$ cat src/rtl/core_sequencer_if.sv
// Memory-side handshake bundle for core_sequencer: instruction fetch and data access.
// A request stays high every cycle until the matching ready is seen (or the sequencer faults).
interface core_sequencer_if;
    logic imem_req;
    logic imem_ready;
    logic dmem_req;
    logic dmem_we;
    logic dmem_ready;

    modport master (
        output imem_req,
        output dmem_req,
        output dmem_we,
        input  imem_ready,
        input  dmem_ready
    );

    modport slave (
        input  imem_req,
        input  dmem_req,
        input  dmem_we,
        output imem_ready,
        output dmem_ready
    );
endinterface

$ cat src/rtl/core_sequencer.sv
// Multi-cycle control sequencer: FETCH/DECODE/EXEC/MEM/WB with a wait-timeout fault,
// a sticky HALT state and a free-running retired-instruction counter.
module core_sequencer #(
    parameter int unsigned TIMEOUT = 16
) (
    input  logic                    clk,
    input  logic                    reset,
    input  logic                    run,
    core_sequencer_if.master        mem,
    input  logic                    RegWrite,
    input  logic                    MemRead,
    input  logic                    MemWrite,
    input  logic                    Branch,
    input  logic                    Jal,
    input  logic                    Jalr,
    input  logic                    halt_instr,
    output logic                    ir_we,
    output logic                    pc_we,
    output logic                    rf_we,
    output logic [2:0]              state,
    output logic                    halted,
    output logic                    fault,
    output logic [31:0]             retire_count
);

    typedef enum logic [2:0] {
        IDLE   = 3'd0,
        FETCH  = 3'd1,
        DECODE = 3'd2,
        EXEC   = 3'd3,
        MEM    = 3'd4,
        WB     = 3'd5,
        HALT   = 3'd6
    } state_e;

    localparam logic [7:0] WAIT_LAST = 8'(TIMEOUT - 1);

    state_e      state_q, state_d;
    logic [7:0]  wait_q, wait_d;
    logic [31:0] retire_count_q, retire_count_d;
    logic        halted_q, halted_d;
    logic        fault_q, fault_d;
    logic        imem_req_q, imem_req_d;
    logic        dmem_req_q, dmem_req_d;
    logic        retire;

    // Branch only steers the datapath's PC mux; a branch-only instruction retires from EXEC.
    logic        unused_branch;
    assign unused_branch = Branch;

    always_comb begin
        state_d  = state_q;
        wait_d   = wait_q;
        fault_d  = fault_q;
        ir_we    = 1'b0;
        rf_we    = 1'b0;
        retire   = 1'b0;

        case (state_q)
            IDLE: begin
                if (run) begin
                    state_d = FETCH;
                    wait_d  = '0;
                end
            end
            FETCH: begin
                if (mem.imem_ready) begin
                    ir_we   = 1'b1;
                    state_d = DECODE;
                end else if (wait_q == WAIT_LAST) begin
                    state_d = HALT;
                    fault_d = 1'b1;
                end else begin
                    wait_d  = wait_q + 8'd1;
                end
            end
            DECODE: begin
                state_d = halt_instr ? HALT : EXEC;
            end
            EXEC: begin
                if (MemRead && MemWrite) begin
                    state_d = HALT;
                    fault_d = 1'b1;
                end else if (MemRead || MemWrite) begin
                    state_d = MEM;
                    wait_d  = '0;
                end else if (RegWrite || Jal || Jalr) begin
                    state_d = WB;
                end else begin
                    retire  = 1'b1;
                end
            end
            MEM: begin
                if (mem.dmem_ready) begin
                    if (MemRead) state_d = WB;
                    else         retire  = 1'b1;
                end else if (wait_q == WAIT_LAST) begin
                    state_d = HALT;
                    fault_d = 1'b1;
                end else begin
                    wait_d  = wait_q + 8'd1;
                end
            end
            WB: begin
                rf_we  = 1'b1;
                retire = 1'b1;
            end
            HALT: begin
                state_d = HALT;
            end
            default: begin
                state_d = HALT;
                fault_d = 1'b1;
            end
        endcase

        // Retirement is the only instruction boundary where run is honoured.
        if (retire) begin
            state_d = run ? FETCH : IDLE;
            wait_d  = '0;
        end

        retire_count_d = retire_count_q + {31'd0, retire};
        halted_d       = (state_d == HALT);
        imem_req_d     = (state_d == FETCH);
        dmem_req_d     = (state_d == MEM);
    end

    always_ff @(posedge clk or negedge reset) begin
        if (!reset) begin
            state_q        <= IDLE;
            wait_q         <= '0;
            retire_count_q <= '0;
            halted_q       <= 1'b0;
            fault_q        <= 1'b0;
            imem_req_q     <= 1'b0;
            dmem_req_q     <= 1'b0;
        end else begin
            state_q        <= state_d;
            wait_q         <= wait_d;
            retire_count_q <= retire_count_d;
            halted_q       <= halted_d;
            fault_q        <= fault_d;
            imem_req_q     <= imem_req_d;
            dmem_req_q     <= dmem_req_d;
        end
    end

    assign pc_we        = retire;
    assign state        = state_q;
    assign halted       = halted_q;
    assign fault        = fault_q;
    assign retire_count = retire_count_q;
    assign mem.imem_req = imem_req_q;
    assign mem.dmem_req = dmem_req_q;
    assign mem.dmem_we  = dmem_req_q & MemWrite;

endmodule

$ cat src/flat_wrapper.sv
// flat-port wrapper written by rule: the top's interface ports become plain ports
module core_sequencer_flat 
#(
    parameter int unsigned TIMEOUT = 16
)
  (clk, reset, run, RegWrite, MemRead, MemWrite, Branch, Jal, Jalr, halt_instr, ir_we, pc_we, rf_we, state, halted, fault, retire_count, mem_imem_req, mem_dmem_req, mem_dmem_we, mem_imem_ready, mem_dmem_ready);
  core_sequencer_if mem_i ();
  input  logic clk;
  input  logic reset;
  input  logic run;
  input  logic RegWrite;
  input  logic MemRead;
  input  logic MemWrite;
  input  logic Branch;
  input  logic Jal;
  input  logic Jalr;
  input  logic halt_instr;
  output logic ir_we;
  output logic pc_we;
  output logic rf_we;
  output logic [2:0] state;
  output logic halted;
  output logic fault;
  output logic [31:0] retire_count;
  output wire logic [$bits(mem_i.imem_req)-1:0] mem_imem_req;
  output wire logic [$bits(mem_i.dmem_req)-1:0] mem_dmem_req;
  output wire logic [$bits(mem_i.dmem_we)-1:0] mem_dmem_we;
  input wire logic [$bits(mem_i.imem_ready)-1:0] mem_imem_ready;
  input wire logic [$bits(mem_i.dmem_ready)-1:0] mem_dmem_ready;
  assign mem_imem_req = mem_i.imem_req;
  assign mem_dmem_req = mem_i.dmem_req;
  assign mem_dmem_we = mem_i.dmem_we;
  assign mem_i.imem_ready = mem_imem_ready;
  assign mem_i.dmem_ready = mem_dmem_ready;
  core_sequencer #(.TIMEOUT(TIMEOUT)) u_core (.clk(clk), .reset(reset), .run(run), .mem(mem_i), .RegWrite(RegWrite), .MemRead(MemRead), .MemWrite(MemWrite), .Branch(Branch), .Jal(Jal), .Jalr(Jalr), .halt_instr(halt_instr), .ir_we(ir_we), .pc_we(pc_we), .rf_we(rf_we), .state(state), .halted(halted), .fault(fault), .retire_count(retire_count));
endmodule
$ cat config.mk
export PLATFORM = sky130hd
export DESIGN_NAME = core_sequencer_flat
export DESIGN_NICKNAME = d
export VERILOG_FILES = /design/src/rtl/core_sequencer_if.sv /design/src/rtl/core_sequencer.sv /design/src/flat_wrapper.sv
export SDC_FILE = /design/constraint.sdc
export NUM_CORES = 1
export LEC_CHECK = 0
export CORE_MARGIN = 4
export CORE_UTILIZATION = 48
export DETAILED_ROUTE_END_ITERATION = 8
export PLACE_DENSITY = 0.81
export RECOVER_POWER = 25
export SLEW_MARGIN = 5
export SYNTH_ARGS = -nofsm -noshare
export SYNTH_HDL_FRONTEND = slang
export SYNTH_SLANG_ARGS = --single-unit
export TNS_END_PERCENT = 5
$ cat constraint.sdc
create_clock -name clk -period 4.49 [get_ports clk]
set_input_delay 0.898 -clock clk [delete_from_list [all_inputs] [get_ports clk]]
set_output_delay 0.898 -clock clk [all_outputs]
set_load 0.01 [all_outputs]
; ---- After elaboration in Yosys (flattened, before gate mapping)
; Cells that the tools add are included.
[classes]
add_sub_neg = 2
eq_ne = 18
n_mux = 34
n_bitwise = 2
n_reduce_logical = 9
[ops]
columns = op, count
row1 = 8-bit 2-to-1 mux, 7
row2 = 32-bit by 1-bit adder with 32-bit output, 1
row3 = 8-bit case mux with 4 select lines, 1
row4 = 3-bit 2-to-1 mux, 10
row5 = 3-bit case mux with 6 select lines, 1
row6 = 3-bit == test (second input constant), 5
row7 = 1-bit 2-to-1 mux, 13
row8 = 3-bit inequality test (second input constant), 4
row9 = 8-bit by 1-bit adder with 8-bit output (second input constant), 1
row10 = 8-bit by 4-bit == test with 1-bit output (second input constant), 1
row11 = 3-bit by 1-bit == test with 1-bit output (second input constant), 2
row12 = 3-bit by 2-bit == test with 1-bit output (second input constant), 2
row13 = 6-bit AND reduction, 1
row14 = 5-bit nonzero test, 1
row15 = 2-bit inequality test (second input constant), 2
row16 = 1-bit case mux with 4 select lines, 1
row17 = 4-bit AND reduction, 1
row18 = 4-bit OR reduction, 1
row19 = 3-bit zero test, 1
row20 = 1-bit logical OR, 3
row21 = 3-bit by 2-bit inequality test with 1-bit output (second input constant), 1
row22 = 1-bit case mux with 3 select lines, 1
row23 = 2-bit by 1-bit inequality test with 1-bit output (second input constant), 1
row24 = 1-bit AND, 1
row25 = other kinds (2), 2
[word_totals]
regBits = 47
input_bits = 12
out_inout_bits = 43
wordCells = 72

; ---- Longest topological paths before layout
; Gate-level depths: netlist of the first run.
[logic_depth]
depth_word = 8
mapped_depth = 10
mapped_depth_nobuf = 10

; ---- Worst setup path before layout of the first run
; No wires, ideal clock.
[synth_timing]
path_kind = input to register
start = in MemRead
end = reg u_core.retire_count_q[26] (netlist: u_core.retire_count[26])
setup_time_ns = 0.125
arrival_ns = 2.842
t_required_ns = 4.365
setup_slack_ns = 1.523
stages = 10
n_path_buf = 0
path_cell_list = or2_4 -> nor4_4 -> o2bb2ai_2 -> ha_1 -> ha_1 -> nand2_1 -> nor4_4 -> and3_1 -> nand4_1 -> xnor2_1
[synth_via]
elab_chain_len = 5
elab_cells_between_ends = 8
classes_between = add/sub (1) / mux (5) / reduce/logical (2)
[synth_lines]
columns = item, line
row1 = from (decl), flat_wrapper.sv:12  ; input logic MemRead;
row2 = 1-bit logical OR, core_sequencer.sv:84  ; end else if (MemRead || MemWrite) begin
row3 = 1-bit 2-to-1 mux, core_sequencer.sv:84
row4 = 1-bit 2-to-1 mux, core_sequencer.sv:81  ; if (MemRead && MemWrite) begin
row5 = 1-bit case mux with 3 select lines (*), core_sequencer.sv:59  ; case (state_q)
row6 = net pc_we, flat_wrapper.sv:19  ; output logic pc_we;
row7 = 32-bit by 1-bit adder with 32-bit output (*), core_sequencer.sv:123  ; retire_count_d = retire_count_q + {31'd0, retire};
row8 = net u_core.retire_count_d[26], core_sequencer.sv:40  ; logic [31:0] retire_count_q, retire_count_d;
row9 = to (signal assigned), core_sequencer.sv:141  ; retire_count_q <= retire_count_d;
row10 = to (decl), core_sequencer.sv:40
; Mark *: on every way through the listed nets, which the timed path passes. The rest lies on a longest branch.
; A chain may end at the register's enable or synchronous reset.

; ---- Worst setup path in the final report of the first run
[layout_timing]
start = in mem_dmem_ready
end = out pc_we
[layout_via]
elab_chain_len = 2
[layout_lines]
columns = item, line
row1 = from (decl), flat_wrapper.sv:29  ; input wire logic [$bits(mem_i.dmem_ready)-1:0] mem_dmem_ready;
row2 = 1-bit 2-to-1 mux, core_sequencer.sv:94  ; if (mem.dmem_ready) begin
row3 = 1-bit case mux with 3 select lines, core_sequencer.sv:59
row4 = to (decl), flat_wrapper.sv:19
; Every way passes these cells.

==> out/metrics.csv, run 1 <==
stage,metric,value,unit
cells_and_area,Antenna Cells,0,
logic_synthesis,commonest register cell after synthesis,dfrtp_1,
grt,antenna violations before repair,0,
logic_synthesis,Yosys top cell area share,46.5,%
worst_setup_path,Setup crit start kind,input port,
floorplanning,Starting Density,49.6,%
logic_synthesis,Post-synth EDFFs,0,
logic_synthesis,Area contributors post-synth,"dfrtp_1 46%, xnor2_1 8.0%, nor4_4 3.4%, xor2_1 3.1%, nand4_1 2.7%",
grt,All-Layer GR Usage,18.0,%
logic_synthesis,"Seq/Total Area, Yosys",46.5,%
floorplanning,Die X,80.6,um
clock_network,cts bufs inserted,5,
detailed_routing,WL final,5360,um
power,peak supply drop,241,uV
run,Max Cap Viol,1,
detailed_routing,Final ANT Viol Nets,0,
floorplanning,std cell rows,26,
power,Total Power,1.39,mW
worst_setup_path,crit-path most repeated cell,clkdlybuf4s50_1,
sta,Pins Over Slew Limit,48,
sta,worst setup margin,0.626,ns
cells_and_area,share of layout cells above drive strength 1,9.79,%
sta,RSZ-0062 raised after global routing,no,
place,pre-CTS setup slack,0.568,ns
clock_network,Hold Buf Count CTS,0,
logic_synthesis,Post-Synthesis Cells,230,
sta,fmax,259,MHz
worst_setup_path,worst-path cell with the longest stage delay,clkdlybuf4s50_1,
min_path,Min-Delay Path Depth,1,
logic_synthesis,Mean Syn Cell Area,11.0,sq um
place,port bufs,53,
clock_network,clk_lat worst skew,0.30,ns
clock_network,CTS Buffer Depth,2,
worst_setup_path,WP data required,3.59,ns
detailed_routing,number of remaining DRC errors,0,
clock_network,H-tree depth,2,
logic_synthesis,Yosys reg bits,47,
sta,TNS Setup,0,ns
floorplanning,die height,80.6,um
sta,Min Hold Slack,0.472,ns
power,PD cells,433,nW/um^2
place,GP Congestion,0.822,
sta,fin crit share,86.1,%
detailed_routing,Pre-antenna DRT Iters,4,
sta,Max transition margin,-65.4,%
cells_and_area,Area Growth Syn to Fin,26.5,%
outcome,status,finished with violations,
sta,fin crit period,3.86,ns
power,leakage power,1.40,nW
logic_synthesis,cell taking the most area after synthesis,dfrtp_1,
clock_network,Post-CTS Repair Setup Buffers,0,
logic_synthesis,top post-synthesis cells by count,"47 x dfrtp_1, 23 x xnor2_1, 17 x nand2_1",
worst_setup_path,R2R setup slack,1.50,ns
worst_setup_path,CP Class,in2out,
floorplanning,Core ar.,5110,sq um
logic_synthesis,synthesized cell area,2530,sq um
clock_network,clock sink count,47,
detailed_routing,routed vias/inst,5.48,
cells_and_area,final net count,301,
logic_synthesis,synth warn,0,
worst_setup_path,worst stage delay on the critical path,0.65,ns
detailed_routing,Vias,1951,
floorplanning,Die ar.,6500,sq um
detailed_routing,Routed WL per cell,15.1,um
detailed_routing,Iter 0 DRT Violations,57,
worst_setup_path,Worst Path Arrival,2.97,ns
logic_synthesis,Synth cell types,54,
sta,Fin. Hold Viols,0,
clock_network,post-CTS sizing,0,
outcome,failing checks,"max-capacitance violations, max-slew violations",
clock_network,register clock-pin slew on the reported worst setup and hold paths,0.08,ns
grt,global route overflow,0,
logic_synthesis,top-count cell post-synth,dfrtp_1,
sta,worst-margin pin slew,2.48,ns
grt,number of global-route vias before repair,2076,
worst_setup_path,Worst setup EP type,primary output,
worst_setup_path,Reg2Reg Depth,9,
floorplanning,Ports,55,
grt,first-pass GRT wire length,9290,um
clock_network,Root Buffer Master,clkbuf_8,
logic_synthesis,Synth Net Count,246,
worst_setup_path,CP cell instances,"clkdlybuf4s50_1, nor2b_1, nor2_1, o2bb2ai_2, clkdlybuf4s50_1",
clock_network,TritonCTS clock tree,done,
logic_synthesis,ys async rst share,100,%
place,Final HPWL DP,3850,um
grt,pin count of the biggest net entering global routing,48,
min_path,Hold Path Class,reg2reg,
sta,clock skew,0.00638,ns
sta,final setup fails,0,
worst_setup_path,largest fanout on the critical path,12,
path summary, 6_finish.rpt:
kind	start	to
worst min register to register	u_core.retire_count[31]$_DFF_PN0_	u_core.retire_count[31]$_DFF_PN0_
worst min-delay path	u_core.retire_count[31]$_DFF_PN0_	u_core.retire_count[31]$_DFF_PN0_
min in group asynchronous	reset	u_core.state[2]$_DFF_PN0_
worst max register to register	u_core.state[1]$_DFF_PN0_	u_core.retire_count[30]$_DFF_PN0_
worst max-delay path	mem_dmem_ready	pc_we
max in group asynchronous	reset	u_core.fault$_DFFE_PN0P_
sequential cells by signal, summed over array words and instances (netlist names):
register / flops
u_core.fault: 1
u_core.halted: 1
u_core.mem.dmem_req: 1
u_core.mem.imem_req: 1
u_core.retire_count: 32
u_core.state: 3
u_core.wait_q: 8
critical path, delay by kind of cell:
kind,cells,cell delay (ns)
and+or+nand+nor,2,0.37
AOI/OAI and AO/OA,1,0.48
buffers and inverters,2,1.21
stage by stage:
stage | instance area [sq um] | utilization [%] | cells
final | 3200 | 62.7 | 356
after floorplan | 2530 | - | 230
after detailed placement | 3100 | 60.7 | 348
after global routing | 3200 | 62.7 | 356
after global placement | 3100 | 60.7 | 348
after CTS | 3200 | 62.7 | 356
layout make-up:
type / count / area, sq um
clock buffers: 7 / 96.3
clock inverters: 1 / 7.51
fillers: 450 / 1900
inverters: 2 / 7.51
multi-input cells: 176 / 1300
flip-flops and latches: 47 / 1180
well taps: 70 / 87.6
repair buffers: 53 / 524
cells by family (layout without fill, tap and decap cells):
family / Yosys count / after routing / share of synthesized area, %
muxes: 1 / 1 / 0.445
adders and majority gates: 4 / 4 / 1.98
AOI/OAI and AO/OA: 40 / 40 / 13.3
DFF: 47 / 47 / 46.5
xor gates and xnor gates: 32 / 32 / 11.1
buffers and inverters: 7 / 63 / 2.03
and+or+nand+nor: 99 / 99 / 24.7
power by group:
| part | internal [mW] | switching [mW] |
|---|---|---|
| Sequential | 0.472 | 0.102 |
| Combinational | 0.263 | 0.267 |
| Clock | 0.140 | 0.143 |
placed cells by master, fill, tap and decap left out, types with 4 or more instances in the layout:
cell type	synthesis	routed
dfrtp_1	47	47
clkbuf_8	0	7
nand4_1	11	11
ha_1	4	4
xnor2_1	23	23
and3_1	7	7
nand3_1	13	13
and2_1	5	5
xor2_1	9	9
nor3_1	5	5
nor4_4	4	4
a21o_1	6	6
a21oi_1	7	7
nor2_1	13	13
nand2b_1	5	5
clkdlybuf4s50_1	0	52
nand2_1	17	17
per-layer routing:
layer | GRT usage (%) | up-vias | share of wire (%)
met3 | 4.48 | 8 | 5.6
li1 | - | 949 | -
met5 | 0 | - | 0
met1 | 21.8 | 953 | 43
met2 | 31.6 | 41 | 50
met4 | 5.24 | 0 | 1.3
Note: power is estimated with default switching activity, not from simulation.
==> run 2, diff against run 1 <==
Settings changed: CORE_MARGIN 4 to 2, SKIP_CTS_REPAIR_TIMING from default to 1.
==> run 2 against run 1 <==
Power down 0.15%. The flow still finishes with violations (max-capacitance violations, max-slew violations). Via count rose by 0.92%. Wire length shrank 5.1%. Clock skew about the same. Clock power is 2% lower. Clock-buffer cell count rose by 1. Utilization grew 0.073 points. Cell area grew 0.12%. Cell count increased by 0.28%. Maximum frequency grew 6.2%.
==> out/metrics.csv, run 2 (synthesis results as in run 1) <==
stage,metric,value,unit
grt,pin count of the biggest net entering global routing,48,
power,switch share,36.5,%
sta,worst-margin pin slew,2.46,ns
floorplanning,Ports,55,
worst_setup_path,WP data required,3.59,ns
cells_and_area,final non-filler cell area,3210,sq um
place,port bufs,53,
detailed_routing,Final ANT Viol Nets,0,
worst_setup_path,CP cell instances,"clkdlybuf4s50_1, nor2b_1, nor2_1, o2bb2ai_2, clkdlybuf4s50_1",
worst_setup_path,Worst Path Arrival,2.74,ns
floorplanning,Die X,76.6,um
min_path,Hold Startpoint,u_core.retire_count[31]$_DFF_PN0_,
sta,Pins Over Slew Limit,48,
cells_and_area,fillers,442,
floorplanning,Die ar.,5870,sq um
cells_and_area,Antenna Cells,0,
sta,fin crit period,3.64,ns
detailed_routing,Routed WL per cell,14.3,um
power,power share of the clock group,19.9,%
place,GP Congestion,0.869,
power,NetSw,505,uW
worst_setup_path,worst-path cell with the longest stage delay,clkdlybuf4s50_1,
power,peak supply drop,216,uV
grt,number of global-route vias before repair,1953,
clock_network,register clock-pin slew on the reported worst setup and hold paths,0.08,ns
clock_network,TritonCTS clock tree,done,
outcome,status,finished with violations,
place,Final HPWL DP,3620,um
floorplanning,std cell rows,26,
detailed_routing,routed vias/inst,5.52,
power,Power Internal,880,uW
worst_setup_path,Reg2Reg Launch Point,u_core.state[1]$_DFF_PN0_,
detailed_routing,Iter 0 DRT Violations,97,
cells_and_area,share of layout cells above drive strength 1,9.76,%
min_path,Hold Path Class,reg2reg,
clock_network,Root Buffer Master,clkbuf_8,
worst_setup_path,CP Class,in2out,
clock_network,H-tree depth,2,
power,combinational group share of total power,38.7,%
worst_setup_path,crit-path most repeated cell,clkdlybuf4s50_1,
worst_setup_path,largest fanout on the critical path,6,
sta,final setup fails,0,
detailed_routing,Pre-antenna DRT Iters,4,
cells_and_area,Area Growth Syn to Fin,26.7,%
worst_setup_path,reg-to-reg critical path endpoint,u_core.retire_count[30]$_DFF_PN0_,
sta,fmax,275,MHz
min_path,hold worst-path end,u_core.retire_count[31]$_DFF_PN0_,
worst_setup_path,Setup crit start kind,input port,
clock_network,CTS Buffer Depth,2,
worst_setup_path,CP top delay family,buffers and inverters,
floorplanning,Starting Density,49.6,%
grt,first-pass GRT wire length,9110,um
sta,Min Hold Slack,0.467,ns
detailed_routing,WL final,5090,um
cells_and_area,"commonest non-fill, non-tap cell in the layout",clkdlybuf4s50_1,
clock_network,clk_lat worst skew,0.29,ns
cells_and_area,final core utilization,62.8,%
clock_network,clock sink count,47,
detailed_routing,Vias,1969,
cells_and_area,final net count,302,
floorplanning,Core ar.,5110,sq um
sta,TNS Setup,0,ns
floorplanning,die height,76.6,um
worst_setup_path,worst stage delay on the critical path,0.60,ns
power,Seq pwr share,41.4,%
min_path,Min-Delay Path Depth,1,
worst_setup_path,Worst Path Buf+Inv,2,
cells_and_area,most frequent cells in the layout,"52 x clkdlybuf4s50_1, 47 x dfrtp_1, 23 x xnor2_1",
cells_and_area,multi-input logic area,1300,sq um
run,Max Cap Viol,1,
worst_setup_path,R2R setup slack,1.52,ns
detailed_routing,number of remaining DRC errors,0,
power,leakage power,1.41,nW
worst_setup_path,Worst setup EP type,primary output,
outcome,failing checks,"max-capacitance violations, max-slew violations",
clock_network,cts bufs inserted,5,
cells_and_area,max reg flops,32,
power,PD cells,432,nW/um^2
sta,RSZ-0062 raised after global routing,no,
cells_and_area,Reg area,1180,sq um
power,Total Power,1.39,mW
sta,Max transition margin,-64.1,%
grt,All-Layer GR Usage,18.8,%
grt,global route overflow,0,
grt,antenna violations before repair,0,
sta,Fin. Hold Viols,0,
worst_setup_path,Reg2Reg Depth,10,
sta,fin crit share,81.0,%
place,placed inst area,3110,sq um
sta,clock skew,0.00649,ns
==> run 2: how the worst max path moves through the flow <==
stage                               from  slack, ns                           endpoint  cells after the start
after floorplan                  MemRead       1.52  u_core.retire_count[26]$_DFF_PN0_                     10
after global placement           MemRead       0.69  u_core.retire_count[30]$_DFF_PN0_                     12
after detailed placement  mem_dmem_ready       0.67  u_core.retire_count[30]$_DFF_PN0_                     12
after CTS                 mem_dmem_ready       0.86                              pc_we                      5
after global routing      mem_dmem_ready       0.69  u_core.retire_count[30]$_DFF_PN0_                     12
final                     mem_dmem_ready       0.85                              pc_we                      5
==> run 2: stage by stage <==
stage | setup slack, ns | std cells
floorplan | 1.52 | 230
global placement | 0.692 | 349
detailed placement | 0.666 | 349
CTS | 0.860 | 357
global route | 0.690 | 357
finish | 0.852 | 357
==> run 2: worst register-to-register path, delay by kind of cell, from the launching register on <==
family,cells,cell delay (ns)
simple gates,5,1.15
flops,1,0.77
fa+ha+maj,2,0.39
buf+inv,1,0.22
compound gates,1,0.19
xor+xnor,1,0.14
==> run 2: power groups by stage <==
| stage | registers (mW) | logic (mW) | clock network [mW] |
|---|---|---|---|
| floorplan | 0.544 | 0.396 | 0 |
| finish | 0.573 | 0.536 | 0.276 |
| CTS | 0.572 | 0.542 | 0.285 |
| detailed placement | 0.581 | 0.538 | 0 |
| global placement | 0.579 | 0.529 | 0 |
| global route | 0.589 | 0.585 | 0.306 |
==> run 2: cell type report <==
type	count	area share (%)
flip-flops and latches	47	36.7
well taps	70	2.73
clock buffers	8	3.12
multi-input cells	176	40.7
repair buffers	54	16.6
inverters	2	0.234
==> run 2: per-layer routing <==
layer / routed length, um / track usage, %
met2: 2470 / 30.5
met5: 0 / 0
met3: 300 / 5.45
met1: 2290 / 24.9
met4: 31 / 4.36
